`src/rtl/lsu_pkg.sv`:
```
// Shared definitions for the load/store unit: RV32I funct3 codes, FSM state encoding
// and the funct3/alignment legality check.
package lsu_pkg;

    localparam logic [2:0] F3_B  = 3'b000;
    localparam logic [2:0] F3_H  = 3'b001;
    localparam logic [2:0] F3_W  = 3'b010;
    localparam logic [2:0] F3_BU = 3'b100;
    localparam logic [2:0] F3_HU = 3'b101;

    typedef enum logic [2:0] {
        IDLE = 3'd0,
        RD   = 3'd1,
        WAIT = 3'd2,
        WR   = 3'd3,
        RESP = 3'd4
    } lsu_state_e;

    localparam logic [2:0] ST_IDLE = IDLE;
    localparam logic [2:0] ST_RD   = RD;
    localparam logic [2:0] ST_WAIT = WAIT;
    localparam logic [2:0] ST_WR   = WR;
    localparam logic [2:0] ST_RESP = RESP;

    // Unsigned sizes only exist for loads, so BU/HU with we=1 are illegal stores.
    function automatic logic funct3_align_err(input logic we, input logic [2:0] f3,
                                              input logic [1:0] off);
        logic err;
        err = 1'b1;
        case (f3)
            F3_B:  err = 1'b0;
            F3_H:  err = off[0];
            F3_W:  err = (off != 2'b00);
            F3_BU: err = we;
            F3_HU: err = we | off[0];
            default: err = 1'b1;
        endcase
        return err;
    endfunction

endpackage

```
`src/rtl/lsu_align.sv`:
```
// Lane steering for sub-word accesses: extracts a sign/zero-extended load value from a
// memory word and merges byte/halfword store data into a memory word.
module lsu_align
    import lsu_pkg::*;
(
    input  logic [31:0] word,
    input  logic [1:0]  offset,
    input  logic [2:0]  funct3,
    input  logic [15:0] wdata,
    output logic [31:0] load_val,
    output logic [31:0] merged
);

    logic [7:0]  sel_byte;
    logic [15:0] sel_half;
    logic        is_half;

    assign sel_byte = word[{offset, 3'b000} +: 8];
    assign sel_half = offset[1] ? word[31:16] : word[15:0];
    assign is_half  = (funct3[1:0] == 2'b01);

    always_comb begin
        load_val = word;
        case (funct3)
            F3_B:  load_val = {{24{sel_byte[7]}}, sel_byte};
            F3_BU: load_val = {24'd0, sel_byte};
            F3_H:  load_val = {{16{sel_half[15]}}, sel_half};
            F3_HU: load_val = {16'd0, sel_half};
            default: load_val = word;
        endcase
    end

    genvar gi;
    generate
        for (gi = 0; gi < 4; gi++) begin : g_lane
            localparam logic [1:0] LANE = 2'(gi);
            logic       hit;
            logic [7:0] src;
            // The odd byte of an addressed halfword takes the upper store byte.
            assign hit = is_half ? (offset[1] == LANE[1]) : (offset == LANE);
            assign src = (is_half && LANE[0]) ? wdata[15:8] : wdata[7:0];
            assign merged[8*gi +: 8] = hit ? src : word[8*gi +: 8];
        end
    endgenerate

endmodule

```
`src/rtl/load_store_unit.sv`:
```
// Data-memory initiator: serialises one load/store at a time onto a word-only memory port,
// using read-modify-write for byte and halfword stores.
module load_store_unit
    import lsu_pkg::*;
#(
    parameter int DEPTH_WORDS = 64,
    parameter int ADDR_W      = 32
) (
    input  logic              clk,
    input  logic              rst,
    input  logic              req_valid,
    output logic              req_ready,
    input  logic              req_we,
    input  logic [2:0]        req_funct3,
    input  logic [ADDR_W-1:0] req_addr,
    input  logic [31:0]       req_wdata,
    output logic              resp_valid,
    input  logic              resp_ready,
    output logic [31:0]       resp_rdata,
    output logic              resp_err,
    output logic              mem_read,
    output logic              mem_write,
    output logic [ADDR_W-1:0] mem_addr,
    output logic [31:0]       mem_wdata,
    input  logic [31:0]       mem_rdata
);

    localparam logic [ADDR_W-1:0] DEPTH_LIM = ADDR_W'(DEPTH_WORDS);

    logic [2:0]        state_reg, state_next;
    logic              we_reg;
    logic [2:0]        f3_reg;
    logic [ADDR_W-1:0] addr_reg;
    logic [15:0]       wdata_reg;
    logic [31:0]       word_reg;
    logic [31:0]       rdata_reg;
    logic              err_reg;

    logic [ADDR_W-1:0] req_index;
    logic              req_err;
    logic [31:0]       load_val;
    logic [31:0]       merged;

    assign req_index = {2'b00, req_addr[ADDR_W-1:2]};
    assign req_err   = funct3_align_err(req_we, req_funct3, req_addr[1:0])
                     | (req_index >= DEPTH_LIM);

    lsu_align u_align (
        .word     (mem_rdata),
        .offset   (addr_reg[1:0]),
        .funct3   (f3_reg),
        .wdata    (wdata_reg),
        .load_val (load_val),
        .merged   (merged)
    );

    always_comb begin
        state_next = state_reg;
        case (state_reg)
            ST_IDLE: begin
                if (req_valid) begin
                    if (req_err)
                        state_next = ST_RESP;
                    else if (req_we && req_funct3 == F3_W)
                        state_next = ST_WR;
                    else
                        state_next = ST_RD;
                end
            end
            ST_RD:   state_next = ST_WAIT;
            ST_WAIT: state_next = we_reg ? ST_WR : ST_RESP;
            ST_WR:   state_next = ST_RESP;
            ST_RESP: if (resp_ready) state_next = ST_IDLE;
            default: state_next = ST_IDLE;
        endcase
    end

    always_ff @(posedge clk or posedge rst) begin
        if (rst) begin
            state_reg <= ST_IDLE;
            we_reg    <= 1'b0;
            f3_reg    <= 3'd0;
            addr_reg  <= '0;
            wdata_reg <= 16'd0;
            word_reg  <= 32'd0;
            rdata_reg <= 32'd0;
            err_reg   <= 1'b0;
        end else begin
            state_reg <= state_next;
            case (state_reg)
                ST_IDLE: begin
                    if (req_valid) begin
                        we_reg    <= req_we;
                        f3_reg    <= req_funct3;
                        addr_reg  <= req_addr;
                        wdata_reg <= req_wdata[15:0];
                        // A full-word store goes straight to WR with this word.
                        word_reg  <= req_wdata;
                        rdata_reg <= 32'd0;
                        err_reg   <= req_err;
                    end
                end
                ST_WAIT: begin
                    if (we_reg)
                        word_reg <= merged;
                    else
                        rdata_reg <= load_val;
                end
                default: ;
            endcase
        end
    end

    // req_ready is masked by rst so every output reads 0 while reset is held.
    assign req_ready  = (state_reg == ST_IDLE) && !rst;
    assign resp_valid = (state_reg == ST_RESP);
    assign resp_rdata = rdata_reg;
    assign resp_err   = err_reg;
    assign mem_read   = (state_reg == ST_RD);
    assign mem_write  = (state_reg == ST_WR);
    assign mem_addr   = (mem_read || mem_write) ? {2'b00, addr_reg[ADDR_W-1:2]} : '0;
    assign mem_wdata  = mem_write ? word_reg : 32'd0;

endmodule

```
`config.mk`:
```
export PLATFORM = sky130hd
export DESIGN_NAME = load_store_unit
export DESIGN_NICKNAME = d
export VERILOG_FILES = /design/src/rtl/lsu_pkg.sv /design/src/rtl/lsu_align.sv /design/src/rtl/load_store_unit.sv
export SDC_FILE = /design/constraint.sdc
export NUM_CORES = 1
export LEC_CHECK = 0
export CORE_MARGIN = 1.5
export CORE_UTILIZATION = 52
export CTS_BUF_LIST = sky130_fd_sc_hd__clkbuf_4 sky130_fd_sc_hd__clkbuf_8
export DETAILED_ROUTE_END_ITERATION = 8
export PLACE_DENSITY = 0.95
export SLEW_MARGIN = 0
export SYNTH_ARGS = -nofsm -noshare
export SYNTH_HDL_FRONTEND = slang
export SYNTH_SLANG_ARGS = --single-unit
export TNS_END_PERCENT = 10
```
`constraint.sdc`:
```
create_clock -name clk -period 9.1 [get_ports clk]
set_clock_uncertainty 0.15 [all_clocks]
set_input_delay 2.73 -clock clk [delete_from_list [all_inputs] [get_ports clk]]
set_output_delay 2.73 -clock clk [all_outputs]
set_load 0.02 [all_outputs]
```
# Yosys cells after proc, flatten, opt, wreduce, memory -nomap -nowiden
# Cells that the tools add are included.
dict set report totals {
  inputBits 104
  wordCells 72
  output_inout_bits 101
  ff_bits 120
}
dict set report classes {
  n_shift 1
  n_bitwise 3
  mux 26
  magnitude_cmp 1
  reduce_logical 14
  n_eq_ne 19
}
# op count
set ops {}
lappend ops {{$mux W32} 5}
lappend ops {{$pmux W32 S2} 2}
lappend ops {{$pmux W32 S4} 1}
lappend ops {{$mux W8} 5}
lappend ops {{$shiftx A32 B6 Y8} 1}
lappend ops {{$ge A30 B7 Y1 const B} 1}
lappend ops {{$mux W30} 1}
lappend ops {{$mux W16} 1}
lappend ops {{$eq A3 B3 Y1 const B} 5}
lappend ops {{$pmux W3 S5} 1}
lappend ops {{$mux W3} 4}
lappend ops {{$eq A3 B1 Y1 const B} 3}
lappend ops {{$eq A3 B2 Y1 const B} 3}
lappend ops {{$logic_not A3 Y1} 3}
lappend ops {{$ne A2 B2 Y1 const B} 3}
lappend ops {{$reduce_and A3 Y1} 2}
lappend ops {{$pmux W1 S5} 1}
lappend ops {{$eq A2 B1 Y1 const B} 2}
lappend ops {{$eq A2 B2 Y1 const B} 2}
lappend ops {{$mux W1} 4}
lappend ops {{$reduce_and A2 Y1} 2}
lappend ops {{$reduce_bool A2 Y1} 2}
lappend ops {{$logic_and A1 B1 Y1} 2}
lappend ops {{$logic_not A2 Y1} 1}
lappend ops {{other kinds (6)} 7}

# Logic depth before layout (Yosys ltp)
dict set report depth {
  word_depth 6
  mapped_depth 7
  mapped_depth_nobuf 4
}

# Cells and area by module
# From an unflattened synthesis, not the netlist that was laid out.
dict set report hier_totals {
  cells_unflattened 781
  area_unflattened_um2 6615.1
}
# mod seq_area_each_um2 n_inst area_each_um2 cells_per_inst
set modules_own_cells {}
lappend modules_own_cells {load_store_unit 3002.9 1 5451.5 617}
lappend modules_own_cells {lsu_align 0.0 1 1163.6 164}

# Least setup slack after synthesis
# Ideal clock, no wire load.
dict set report synth_timing {
  kind {input-to-output}
  startpoint {in rst}
  endpoint {out req_ready}
  path_buffers 0
  arrival_ps 3357
  t_required_ps 6220
  cell_stages 1
  setup_slack_ps 2863
  path_cell_list {nor4_1}
}
dict set report synth_via {
  elab_chain_cells 2
}
# item line_no
set synth_rtl {}
lappend synth_rtl {{from (decl)} load_store_unit.sv:10} ;# input logic rst,
lappend synth_rtl {{$logic_not A1 Y1} load_store_unit.sv:115} ;# assign req_ready = (state_reg == ST_IDLE) && !rst;
lappend synth_rtl {{$logic_and A1 B1 Y1} load_store_unit.sv:115}
lappend synth_rtl {{to (decl)} load_store_unit.sv:12} ;# output logic req_ready,
# Every way passes these cells.

# Worst setup path after layout
# Same ends and word-level chain as after synthesis.

==> reports/results.ini <==
[place]
placedCellCount=1000
portBuffers=202
dpl.hpwl_um=13700
place_area_um2=8330
gp_congestion=0.903
dp_slack_ns=2.14

[clocking]
cts_hold_buf=0
cts.path.max_buffers=2
clk_latency_ns=0.44
clockRootBuffer=clkbuf_8
cts.clk_slew.worst_paths_ns=0.07
post_cts_buffers=0
cts_num_sinks=120
cts_tree=yes
h-tree-depth=4
post_cts_resized=0
cts_buffers=17

[die]
num_rows=40
start_util_pct=53.1
dieArea_um2=12900
die_w_um=114
coreArea_um2=12000
die_h_um=114
io_pins=205

[yosys]
syn_avg_cell_area_um2=9.03
netlist_instances=704
yosys_most_used_dff=dfrtp_1
ys_ff_latch=120
synthArstFlopShare_pct=100
synth_cell_types=52
synth_top_area_share_pct=47.2
synth_warnings=0
synth_area_leader_cell=dfrtp_1
synth_edf_count=0
synthTopCellsByArea=dfrtp_1 (47%), nand2_1 (11%), o21ai_0 (4.0%)
synth_area_um2=6360
synth_common_cells=nand2_1 (183), dfrtp_1 (120), o21ai_0 (51), and2_1 (35), clkbuf_1 (34)
post-synth-top-count-cell=nand2_1
synth-seq-area-share_pct=47.2

[global_route]
grt_pass1_vias=5911
grt_overflow=0
grt_max_degree=91
grt_usage_pct=30.9
antenna_found_initial=0
grt_pass1_wl_um=30800

[route]
wl_um=19400
vias_per_cell=5.93
first_iter_violations=553
wl_per_cell_um=18.8
num_vias=6115
dr.pass1.iters=5
drc=0
final_antenna_net_count=0

[timing]
setup_tns_ns=0
setup_viol=0
min_period_ns=6.98
maxSlewViolCount=0
timing.final.crit_share_pct=76.8
rsz0062_at_grt=false
relSlewSlack_pct=17.9
fmax_ghz=0.143
max_slew.worst_pin.slew_ns=1.23
fin_ws_ns=2.12
hold_viol_final=0
whs_ns=0.316

[setup_path]
critPathRequiredTime_ns=6.22
cp_max_fo=2
critPathSlowestCell=clkdlybuf4s50_1
arrival_ns=4.10
path_cells=clkdlybuf4s50_1 > nor4_1 > clkdlybuf4s50_1
cpMostUsedCell=clkdlybuf4s50_1
crit_family=buffers and inverters
start_kind=input port
cpPeakStageDelay_ns=0.67
setup.worst_path.end_class=output pin
worst-path-buf-inv=2
critPathKind=in2out

[finish]
syn_to_final_growth_pct=38.4
final_core_util_pct=73.5
drive_above_1_share_pct=8.81
final_area_um2=8800
n_antenna_cell=0
instances_no_fill=1032
nNetsFinal=976

[pwr]
peakVddDrop_uv=88.5
power-per-cell-area_nw_per_um2=180
power_leakage_nw=3.89
p_total_mw=1.58

[worst_hold_path]
hold_class=reg2reg

[run]
drv_cap=0

[outcome]
status=completed

[where the power goes]
part	total, mW	internal [mW]	switching [mW]
Clock	0.559	0.351	0.208
Sequential	0.690	0.610	0.0803
Combinational	0.333	0.149	0.184
[cell type report]
cell class / instances / area [µm²]
Fill cell: 833 / 3170
Multi-Input combinational cell: 521 / 3070
Sequential cell: 120 / 3000
Timing Repair Buffer: 205 / 2040
Clock buffer: 23 / 292
Tap cell: 147 / 184
Clock inverter: 9 / 170
Inverter: 7 / 28.8
[cells by family after synthesis]
logic type / share of synthesized area (%)
buf+inv: 4.65
compound gates: 17.5
mux: 6.22
flops: 47.2
simple gates: 24.3
other cells: 0.0590
[layout by cell type (no fill, tap or decap), types with 3 or more instances in the layout]
cell,instances
a221o_2,10
nand3_1,9
nor4_1,8
o21ai_0,51
a211o_1,6
o22ai_1,11
inv_1,6
clkbuf_8,19
nor2_1,15
clkinv_2,4
a21oi_1,25
clkbuf_4,4
dfrtp_1,120
clkdlybuf4s50_1,202
nand2_1,183
a221o_1,6
mux2_2,18
a211oi_1,7
mux2i_1,17
nor2b_1,3
o211ai_1,8
and3b_1,6
and3_1,32
buf_4,3
nand2b_1,11
a22oi_1,15
and2_1,34
bufinv_16,5
o221ai_1,8
or3_1,8
[worst register-to-register path, delay by kind of cell (launching register included)]
kind	cells	cell delay [ns]
flip-flops	1	1.09
AND/OR/NAND/NOR	2	0.98
AO/OA/AOI/OAI	2	0.77
[final timing paths]
kind | start | endpoint | slack, ns | cells past startpoint
setup / recovery | rst | req_ready | 2.12 | 3
setup reg to reg | state_reg[1] | resp_rdata[23] | 6.04 | 4
max in group asynchronous | rst | resp_rdata[13] | 4.85 | 3
hold / removal | addr_reg[29] | addr_reg[29] | 0.32 | 2
min in group asynchronous | rst | addr_reg[27] | 2.51 | 2
hold reg to reg | addr_reg[29] | addr_reg[29] | 0.32 | 2
[metal layers]
| metal | vias to the layer above | part of all wire (%) | track usage (%) |
|---|---|---|---|
| met2 | 337 | 48 | 49.7 |
| met5 | - | 0 | 0 |
| met1 | 2915 | 39 | 39.4 |
| met4 | 0 | 3.5 | 13.8 |
| li1 | 2807 | - | - |
| met3 | 56 | 9.5 | 8.45 |
(Power assumes the default switching activity.)
